[src/rtl/seq_tx_pkg.sv]
// Shared types and constants for the serial pattern transmitter.
// ACT_CODE is the activation pattern also used by the sequence detector bench.
package seq_tx_pkg;

  typedef enum logic [1:0] {
    IDLE = 2'd0,
    SEND = 2'd1,
    PAR  = 2'd2,
    GAP  = 2'd3
  } state_t;

  localparam int FRAME_W_DEF    = 10;
  localparam int GAP_CYCLES_DEF = 2;

  localparam logic [9:0] ACT_CODE = 10'b1011011101;

endpackage

[src/rtl/seq_tx_if.sv]
// Handshake and serial-output bundle for seq_tx.
// master drives start/frame; slave (the transmitter) drives the rest.
interface seq_tx_if #(
  parameter int FRAME_W = seq_tx_pkg::FRAME_W_DEF
);
  logic               start;
  logic [FRAME_W-1:0] frame;
  logic               ready;
  logic               txd;
  logic               tx_valid;
  logic               done;

  modport master (
    output start, frame,
    input  ready, txd, tx_valid, done
  );

  modport slave (
    input  start, frame,
    output ready, txd, tx_valid, done
  );
endinterface

[src/rtl/seq_tx_shreg.sv]
// Parallel-load, left-shift register; MSB is the serial output.
// Synchronous clear on r. Load has priority over shift.
module seq_tx_shreg #(
  parameter int W = 10
) (
  input  logic         clk,
  input  logic         r,
  input  logic         load,
  input  logic         shift,
  input  logic [W-1:0] din,
  output logic         sout
);

  logic [W-1:0] sh_reg;
  logic [W-1:0] sh_next;

  // Bit 0 takes a zero when shifting; upper bits take their lower neighbour.
  assign sh_next[0] = load ? din[0] : (shift ? 1'b0 : sh_reg[0]);

  genvar gi;
  generate
    for (gi = 1; gi < W; gi++) begin : g_bit
      assign sh_next[gi] = load ? din[gi] : (shift ? sh_reg[gi-1] : sh_reg[gi]);
    end
  endgenerate

  // Shift register state update with synchronous clear.
  always_ff @(posedge clk) begin
    if (r) sh_reg <= '0;
    else   sh_reg <= sh_next;
  end

  assign sout = sh_reg[W-1];

endmodule

[src/rtl/seq_tx.sv]
// Serial pattern transmitter: sends a FRAME_W-bit code word MSB first,
// then forces GAP_CYCLES idle cycles before accepting the next word.
// Optional build macro SEQ_TX_PARITY_EN appends an even-parity bit.
module seq_tx
  import seq_tx_pkg::*;
#(
  parameter int   FRAME_W    = FRAME_W_DEF,
  parameter int   GAP_CYCLES = GAP_CYCLES_DEF,
  parameter logic IDLE_LVL   = 1'b0
) (
  input  logic clk,
  input  logic r,
  seq_tx_if.slave bus
);

  localparam int CW = $clog2(FRAME_W + 1);
  localparam int GW = (GAP_CYCLES > 1) ? $clog2(GAP_CYCLES) : 1;
  localparam int GAP_LAST = (GAP_CYCLES > 0) ? GAP_CYCLES - 1 : 0;
  localparam logic [CW-1:0] FRAME_LAST = CW'(FRAME_W - 1);
  localparam logic [GW-1:0] GAP_LAST_V = GW'(GAP_LAST);
  // With no gap the line returns straight to IDLE after the frame.
  localparam state_t AFTER_FRAME = (GAP_CYCLES == 0) ? IDLE : GAP;

  state_t        state_reg, state_next;
  logic [CW-1:0] cnt_reg, cnt_next;
  logic [GW-1:0] gcnt_reg, gcnt_next;
  logic          txd_reg, txd_next;
  logic          valid_reg, valid_next;
  logic          done_reg, done_next;
  logic          ready_reg, ready_next;
  logic          sh_load, sh_shift, sh_msb;
`ifdef SEQ_TX_PARITY_EN
  logic          par_reg, par_next;
`endif

  // The register holds the bits still to come: bit FRAME_W-1 goes straight
  // to txd at acceptance, so its MSB is always the next txd value.
  seq_tx_shreg #(.W(FRAME_W)) u_shreg (
    .clk   (clk),
    .r     (r),
    .load  (sh_load),
    .shift (sh_shift),
    .din   ({bus.frame[FRAME_W-2:0], 1'b0}),
    .sout  (sh_msb)
  );

  // Next-state and next-output decode; outputs are computed one cycle ahead.
  always_comb begin
    state_next = state_reg;
    cnt_next   = cnt_reg;
    gcnt_next  = gcnt_reg;
    txd_next   = IDLE_LVL;
    valid_next = 1'b0;
    done_next  = 1'b0;
    sh_load    = 1'b0;
    sh_shift   = 1'b0;
`ifdef SEQ_TX_PARITY_EN
    par_next   = par_reg;
`endif
    case (state_reg)
      IDLE: begin
        if (bus.start) begin
          sh_load    = 1'b1;
          cnt_next   = '0;
          state_next = SEND;
          txd_next   = bus.frame[FRAME_W-1];
          valid_next = 1'b1;
`ifdef SEQ_TX_PARITY_EN
          par_next   = ^bus.frame;
`endif
        end
      end
      SEND: begin
        sh_shift = 1'b1;
        if (cnt_reg == FRAME_LAST) begin
`ifdef SEQ_TX_PARITY_EN
          state_next = PAR;
          txd_next   = par_reg;
          valid_next = 1'b1;
`else
          state_next = AFTER_FRAME;
          done_next  = 1'b1;
          gcnt_next  = '0;
`endif
        end else begin
          cnt_next   = cnt_reg + CW'(1);
          txd_next   = sh_msb;
          valid_next = 1'b1;
        end
      end
      PAR: begin
        state_next = AFTER_FRAME;
        done_next  = 1'b1;
        gcnt_next  = '0;
      end
      GAP: begin
        if (gcnt_reg == GAP_LAST_V) state_next = IDLE;
        else                        gcnt_next  = gcnt_reg + GW'(1);
      end
      default: state_next = IDLE;
    endcase
    ready_next = (state_next == IDLE);
  end

  // State, counters and registered outputs; reset aborts any frame at once.
  always_ff @(posedge clk) begin
    if (r) begin
      state_reg <= IDLE;
      cnt_reg   <= '0;
      gcnt_reg  <= '0;
      txd_reg   <= IDLE_LVL;
      valid_reg <= 1'b0;
      done_reg  <= 1'b0;
      ready_reg <= 1'b1;
`ifdef SEQ_TX_PARITY_EN
      par_reg   <= 1'b0;
`endif
    end else begin
      state_reg <= state_next;
      cnt_reg   <= cnt_next;
      gcnt_reg  <= gcnt_next;
      txd_reg   <= txd_next;
      valid_reg <= valid_next;
      done_reg  <= done_next;
      ready_reg <= ready_next;
`ifdef SEQ_TX_PARITY_EN
      par_reg   <= par_next;
`endif
    end
  end

  assign bus.ready    = ready_reg;
  assign bus.txd      = txd_reg;
  assign bus.tx_valid = valid_reg;
  assign bus.done     = done_reg;

endmodule

[src/flat_wrapper.sv]
// flat-port wrapper written by rule: the top's interface ports become plain ports
module seq_tx_flat import seq_tx_pkg::*;
#(
  parameter int   FRAME_W    = FRAME_W_DEF,
  parameter int   GAP_CYCLES = GAP_CYCLES_DEF,
  parameter logic IDLE_LVL   = 1'b0
)
  (clk, r, bus_start, bus_frame, bus_ready, bus_txd, bus_tx_valid, bus_done);
  seq_tx_if #(.FRAME_W(FRAME_W)) bus_i ();
  input  logic clk;
  input  logic r;
  input wire logic [$bits(bus_i.start)-1:0] bus_start;
  input wire logic [$bits(bus_i.frame)-1:0] bus_frame;
  output wire logic [$bits(bus_i.ready)-1:0] bus_ready;
  output wire logic [$bits(bus_i.txd)-1:0] bus_txd;
  output wire logic [$bits(bus_i.tx_valid)-1:0] bus_tx_valid;
  output wire logic [$bits(bus_i.done)-1:0] bus_done;
  assign bus_i.start = bus_start;
  assign bus_i.frame = bus_frame;
  assign bus_ready = bus_i.ready;
  assign bus_txd = bus_i.txd;
  assign bus_tx_valid = bus_i.tx_valid;
  assign bus_done = bus_i.done;
  seq_tx #(.FRAME_W(FRAME_W), .GAP_CYCLES(GAP_CYCLES), .IDLE_LVL(IDLE_LVL)) u_core (.clk(clk), .r(r), .bus(bus_i));
endmodule
[config.mk]
export PLATFORM = sky130hd
export DESIGN_NAME = seq_tx_flat
export DESIGN_NICKNAME = d
export VERILOG_FILES = /design/src/rtl/seq_tx_pkg.sv /design/src/rtl/seq_tx_if.sv /design/src/rtl/seq_tx_shreg.sv /design/src/rtl/seq_tx.sv /design/src/flat_wrapper.sv
export SDC_FILE = /design/constraint.sdc
export NUM_CORES = 1
export LEC_CHECK = 0
export ABC_AREA = 1
export CAP_MARGIN = 20
export CORE_MARGIN = 2
export CORE_UTILIZATION = 35
export CTS_CLUSTER_DIAMETER = 100
export CTS_CLUSTER_SIZE = 8
export DETAILED_ROUTE_END_ITERATION = 12
export GPL_TIMING_DRIVEN = 1
export PLACE_DENSITY_LB_ADDON = 0.12
export SYNTH_ARGS = -nofsm -noshare
export SYNTH_HDL_FRONTEND = slang
export SYNTH_HIERARCHICAL = 1
export SYNTH_SLANG_ARGS = --single-unit
[constraint.sdc]
create_clock -name clk -period 1.7 [get_ports clk]
set_clock_uncertainty 0.15 [all_clocks]
set_input_delay 0.51 -clock clk [delete_from_list [all_inputs] [get_ports clk]]
set_output_delay 0.51 -clock clk [all_outputs]
set_load 0.02 [all_outputs]
Word level (Yosys, flattened, before mapping). Index checks and enable logic that the tools add are counted.

Bits in registers: 20. Input port bits: 13. Word-level logic and storage cells: 62.

Add/subtract/negate cells: 2. Equal/unequal tests: 7. Muxes and demuxes: 38. Reduce and logical (&&, ||, !) cells: 7.

Operator list (count): 1-bit two-way mux (27); 4-bit two-way mux (2); 2-bit case mux with 4 select lines (1); 4-bit case mux with 2 select lines (1); 2-bit two-way mux (3); 1-bit case mux with 2 select lines (3); 4-bit by 1-bit adder with 4-bit output (second input constant) (1); 2-bit equality test (second input constant) (2); 4-bit equality test (second input constant) (1); 2-bit logical NOT (2); 2-bit != test (second input constant) (2); 2-bit nonzero test (2); 1-bit case mux with 3 select lines (1); 3-bit AND reduction (1); 3-bit nonzero test (1); 2-bit by 1-bit equality test with 1-bit output (second input constant) (1); 2-bit by 1-bit != test with 1-bit output (second input constant) (1); 2-bit AND reduction (1); 1-bit adder (second input constant) (1).

Logic depth before layout (Yosys ltp). Gate-level depths: netlist (run 1).

Depth in word-level cells: 4. Mapped depth: 10. Gate-level depth less buffers: 10.

Hierarchy. The synthesis (run 1) kept the hierarchy.

Modules (own cells, without submodules): seq_tx (times used 1, cells each 78, area each 581.8 µm², sequential area each 220.2 µm²); seq_tx_shreg (times used 1, cells each 74, area each 480.5 µm², sequential area each 200.2 µm²).

Least setup slack after synthesis (run 1). No wires, ideal clock.

Kind: reg-to-reg. Start point: reg u_core.state_reg[0]. End point: reg u_core.cnt_reg[3]. Library setup time: 119 ps. Arrival time: 1214 ps. Data required time: 1431 ps. Path slack: 217 ps. Stages on the path, launching flop included: 11. Buffers on the path: 0. Period minus slack after synthesis: 1483 ps. Path through: dfxtp_1 inv_1 ha_1 inv_2 nor2_1 nor2_4 nand2_2 nor2_2 nand2_1 nand2_1 nor2_2.

Word-level cells in the longest chain between the ends: 3. Elaborated cells on any way between the ends: 7. Classes of those cells: 3 x eq/ne; 1 x mux; 3 x reduce/logical.

RTL lines: from (decl) (line seq_tx.sv:24) `state_t state_reg, state_next;`; from (signal assigned) (line seq_tx.sv:119) `state_reg <= state_next;`; 2-bit by 1-bit equality test with 1-bit output or 2-bit logical NOT (tied branches) (line seq_tx.sv:60) `case (state_reg)`; 2-bit != test (no source line) or 2-bit nonzero test (tied branches); 3-bit AND reduction (no source line); to (signal assigned) (line seq_tx.sv:120) `cnt_reg <= cnt_next;`; to (decl) (line seq_tx.sv:25) `logic [CW-1:0] cnt_reg, cnt_next;`.

Parallel ways exist; a longest one is shown, timed or not. A chain may end at the register's enable or synchronous reset.

Worst setup path after layout (run 1).
Start point: reg u_core.txd_reg (netlist: u_core/bus.txd). End point: out bus_txd.

RTL lines: from (decl) (line seq_tx.sv:27) `logic txd_reg, txd_next;`; from (signal assigned) (line seq_tx.sv:122) `txd_reg <= txd_next;`; to (decl) (line flat_wrapper.sv:15) `output wire logic [$bits(bus_i.txd)-1:0] bus_txd;`.

No word-level cell between the ends.

==> results_dict.tcl, run 1 <==
set metrics [dict create \
    outcome "finished, final reports clean" \
    vias 1007 \
    wl_met3_um 128 \
    grt_usage_pct 13.5 \
    grt_pass1_wl_mm 3.59 \
    max_freq_mhz 619 \
    clock-sinks 21 \
    setup_viol 0 \
    h-tree-depth 1 \
    ir_worst_vdd_uv 433 \
    fp.dieW_um 59.1 \
    syn_avg_cell_area_sq_um 6.99 \
    drt-total-wl_mm 2.19 \
    finalCritPeriodShare_pct 95.1 \
    core_sq_mm 0.00283 \
    cp-start-kind "flop" \
    cellPowerDensity_mw_per_mm2 759 \
    antenna_cells 0 \
    fin_tns_setup_ns 0 \
    wire_per_inst_um 10.3 \
    num_rows 19 \
    cts_buffers 3 \
    seq_area_sq_um 422 \
    cp_num_buf_inv 1 \
    synth-seq-cells 21 \
    fp.dieArea_sq_mm 0.00349 \
    slowest_delay_ns 0.33 \
    drt_iter0_markers 23 \
    crit_type "reg -> out" \
    cap_violations 0 \
    mostFrequentLayoutCells "nand2_1 (48), nand3_1 (22), dfxtp_1 (20)" \
    nets 201 \
    final_hold_viol_count 0 \
    post-route-util_pct 47.6 \
    grt-ovfl-total 0 \
    dieHeight_um 59.1 \
    vias_per_cell 4.75 \
    final.min_clock_period_ns 1.62 \
    fillers 282 \
    yosysWarnings 6 \
    grt_antenna_before_repair 0 \
    holdBufCountCts 0 \
    met1_length_mm 1.05 \
    critical_path.slowest_cell "dfxtp_1" \
    syn_area_sq_mm 0.00106 \
    grt_max_degree 12 \
    wl_met2_um 988 \
    critPathTopFamily "flip-flops" \
    syn_inst 152 \
    drtPass1Iterations 4 \
    ys_types 19 \
    timing.critical_path.required_ns 1.04 \
    gp_congestion 0.800 \
    syn_nets 171 \
    portBuffers 16 \
    crit_chain "dlygate4sd2_1" \
    final_common_cell "nand2_1" \
    detailedPlacementHpwl_mm 1.70 \
    ant_nets 0 \
    hp-class "reg -> reg" \
    path_clk_slew_ns 0.12 \
    insertion_delay_ns 0.30 \
    drc 0 \
    multiInputGateArea_sq_um 551 \
    tritoncts "built" \
    cts.path.max_buffers 2 \
    crit_path_max_fanout 1 \
    areaGrowthSynthToFinish_pct 26.7 \
    pin_count 17 \
    p_leak_nw 0.662 \
    grt_pass1_vias 874 \
    drive_gt1_share_pct 13.8 \
    top_layer_used "met4" \
    start_util_pct 37.5 \
    largest_register_ffs 10 \
    worst_ep_arrival_time_ns 0.96 \
    rsz0062_at_grt "false" \
    setup.worst_path.end_class "output port" \
    slew_viol_final 0 \
    seq_area_frac_synth_pct 39.6 \
    root_buffer "clkbuf_4" \
]
through the flow:
step                area [sq um]  power [mW]  worst slack (ns)  hold slack (ns)  cells
global placement            1320       0.791            -0.179            0.307    207
global route                1350        1.09          0.000617            0.343    212
CTS                         1340        1.03            0.0391            0.329    211
finish                      1350        1.02            0.0832            0.327    212
detailed placement          1320       0.794            -0.215            0.312    207
floorplan                   1060       0.700             0.217            0.284    152
tightest hold or removal path: cells and delay by family, from the launching register on:
family          cells  cell delay (ns)
simple gates        1             0.06
compound gates      1             0.05
flops               1             0.33
what timing repair did:
action,4_1_cts,5_1_grt
pin swaps,0,1
setup buffers,0,0
setup endpoints to repair,4,12
cloned,0,1
gates resized for setup,4,2
synth_stat cells:
cell / number / share of area [%]
nand2_2: 1 / 0.59
o21ai_1: 1 / 0.47
buf_6: 1 / 1.1
o21bai_2: 1 / 1.1
nor2_2: 2 / 1.2
inv_1: 18 / 6.4
buf_4: 1 / 0.71
conb_1: 1 / 0.35
nand3_1: 22 / 10
inv_2: 3 / 1.1
a21oi_1: 12 / 5.7
ha_1: 6 / 7.1
nor2_4: 2 / 2.1
nand2_1: 48 / 17
nor2_1: 7 / 2.5
xor2_1: 1 / 0.82
dfxtp_1: 21 / 40
o21ai_0: 2 / 0.94
nand4_1: 2 / 1.2
logic make-up (layout without fill, tap and decap cells):
kind of cell	Yosys count	after routing	share of synthesized area [%]
and+or+nand+nor	84	85	34.9
buffers and inverters	23	51	9.19
DFF	21	21	39.6
AOI/OAI and AO/OA	16	16	8.13
adders and majority gates	6	6	7.07
other	1	1	0.353
xor gates and xnor gates	1	1	0.825
layer usage:
metal / track usage [%] / up-vias
li1: - / 541
met1: 17.1 / 437
met2: 22.2 / 27
met3: 4.59 / 2
met4: 2.92 / 0
met5: 0 / -
report_power, final:
| group | switching (mW) | total [mW] | internal (mW) |
|---|---|---|---|
| Combinational | 0.133 | 0.236 | 0.103 |
| Clock | 0.147 | 0.239 | 0.0915 |
| Sequential | 0.0200 | 0.547 | 0.527 |
layout make-up:
type                    instances  area share, %
multi-input cells             109           40.9
flip-flops and latches         21           31.3
repair buffers                 26           17.1
inverters                      21           5.86
well taps                      31           2.88
clock buffers                   4           1.95
final timing paths:
kind | start | endpoint | slack, ns | cells past startpoint
max | u_core/bus.txd | bus_txd | 0.08 | 1
min | u_core/u_shreg/sh_reg[0] | u_core/u_shreg/sh_reg[0] | 0.33 | 2
max reg2reg | u_core/state_reg[0] | u_core/cnt_reg[3] | 0.15 | 10
min reg2reg | u_core/u_shreg/sh_reg[0] | u_core/u_shreg/sh_reg[0] | 0.33 | 2
Power figures use the tool's default switching activity.
==> run 2, diff against run 1 <==
PLACE_DENSITY_LB_ADDON = unset   (was 0.12)
==> run 2 against run 1 <==
Net effect: global-route usage up 0.79 points; cell count unchanged; clock-buffer cell count did not move; final area grew 0.46%; first-iteration DRC count increased by 48%; total power rose by 0.62%; combinational power hardly changed; critical path depth grew 7; critical path type is now in -> reg; largest cell class unchanged; highest routed layer unchanged.
==> results_dict.tcl, run 2 (same netlist as run 1, synthesis figures left out) <==
set metrics [dict create \
    outcome "finished, final reports clean" \
    setup_viol 0 \
    drc 0 \
    drt-total-wl_mm 2.16 \
    timing.hold.ws_ns 0.323 \
    areaGrowthSynthToFinish_pct 27.3 \
    root_buffer "clkbuf_4" \
    final_hold_viol_count 0 \
    portBuffers 16 \
    cap_violations 0 \
    start_util_pct 37.5 \
    grt_max_degree 12 \
    finalCritPeriodShare_pct 94.7 \
    detailedPlacementHpwl_mm 1.63 \
    gp_congestion 0.820 \
    pin_count 17 \
    fp.dieW_um 59.1 \
    vias_per_cell 4.61 \
    worst_ep_arrival_time_ns 1.68 \
    grt_pass1_wl_mm 3.85 \
    post_dp_cell_area_sq_mm 0.00133 \
    num_rows 19 \
    rr_worst_depth 9 \
    r2r_slack_ns 0.15 \
    grt_antenna_before_repair 0 \
    h-tree-depth 1 \
    reg2reg_from "u_core/state_reg[0]" \
    dieHeight_um 59.1 \
    cts.path.max_buffers 2 \
    cts_buffers 3 \
    insertion_delay_ns 0.30 \
    grt_usage_pct 14.3 \
    drtPass1Iterations 4 \
    path_clk_slew_ns 0.12 \
    grt-ovfl-total 0 \
    fp.dieArea_sq_mm 0.00349 \
    final.min_clock_period_ns 1.61 \
    ant_nets 0 \
    mostFrequentLayoutCells "nand2_1 (48), nand3_1 (22), dfxtp_1 (20)" \
    grt_pass1_vias 913 \
    tritoncts "built" \
    wire_per_inst_um 10.2 \
    drive_gt1_share_pct 13.8 \
    setup.worst_path.end_class "flop" \
    min_path_cells 2 \
    ir_worst_vdd_uv 329 \
    cp-start-kind "primary input" \
    hp-start "u_core/u_shreg/sh_reg[6]" \
    rsz0062_at_grt "false" \
    crit_path_max_fanout 9 \
    clock-sinks 21 \
    fin_ws_ns 0.0897 \
    cellPowerDensity_mw_per_mm2 760 \
    design_area_sq_mm 0.00135 \
    largest_register_ffs 10 \
    pre_cts_ws_ns -0.207 \
    p_leak_nw 0.667 \
    worstReg2RegEnd "u_core/u_shreg/sh_reg[7]" \
    hp-class "reg -> reg" \
    drt_iter0_markers 34 \
    final_common_cell "nand2_1" \
    core_sq_mm 0.00283 \
    vias 978 \
    slew_viol_final 0 \
    antenna_cells 0 \
    hold_path_end "u_core/u_shreg/sh_reg[6]" \
    nets 201 \
    crit_type "in -> reg" \
    max_freq_mhz 621 \
    timing.critical_path.required_ns 1.76 \
]
-- run 2: cell count changes in the layout (fill, tap and decap cells not counted), sizes merged --
| cell | before | now |
|---|---|---|
| buf | 10 | 11 |
| nor2 | 12 | 11 |
-- run 2: per-layer routing --
metal	vias up	global-route usage [%]	wire length, um
li1	534	-	-
met1	430	19.9	1170
met2	12	21.4	911
met3	2	2.84	67
met4	0	5.84	19
met5	-	0	0
-- run 2: where the power goes --
| group | internal, mW | switching, mW | total (mW) |
|---|---|---|---|
| Clock | 0.0914 | 0.158 | 0.249 |
| Sequential | 0.527 | 0.0191 | 0.546 |
| Combinational | 0.103 | 0.131 | 0.233 |
-- run 2: area by class of cell --
type                       instances  area [sq um]
sequential                        21           424
multi-input combinational        108           547
fill                             286          1480
tap                               31          38.8
inverter                          21          78.8
clock buffer                       4          26.3
timing repair buffer              27           238
-- run 2: critical path, cell delays in order --
cell and delay [ns]:
clkdlybuf4s50_1 0.52, nand2_1 0.09, inv_1 0.17, inv_2 0.12, nand3_1 0.10, nand3_1 0.08
nand2_1 0.06, inv_1 0.03
-- run 2: worst max path at each step --
| stage | to | cells past startpoint | start |
|---|---|---|---|
| after floorplan | u_core/cnt_reg[3] | 10 | u_core/state_reg[0] |
| after detailed placement | u_core/u_shreg/sh_reg[2] | 8 | bus_start |
| after CTS | u_core/u_shreg/sh_reg[2] | 9 | u_core/state_reg[0] |
| after global placement | u_core/u_shreg/sh_reg[8] | 7 | bus_start |
| final | u_core/u_shreg/sh_reg[2] | 8 | bus_start |
| after global routing | bus_tx_valid | 1 | u_core/bus.tx_valid |
-- run 2: what timing repair did --
action	4_1_cts	5_1_grt
gates resized for setup	4	3
pin swaps	0	1
setup endpoints to repair	4	14
buffers inserted	0	0
hold buffers	0	0
-- run 2: stage by stage --
step | instances | TNS [ns] | utilization (%) | power [mW]
2_1_floorplan | 152 | 0 | - | 0.700
3_3_place_gp | 208 | -2.14 | 46.8 | 0.791
3_5_place_dp | 208 | -2.44 | 46.8 | 0.793
4_1_cts | 212 | 0 | 47.6 | 1.04
5_1_grt | 212 | 0 | 47.8 | 1.11
6_report | 212 | 0 | 47.8 | 1.03
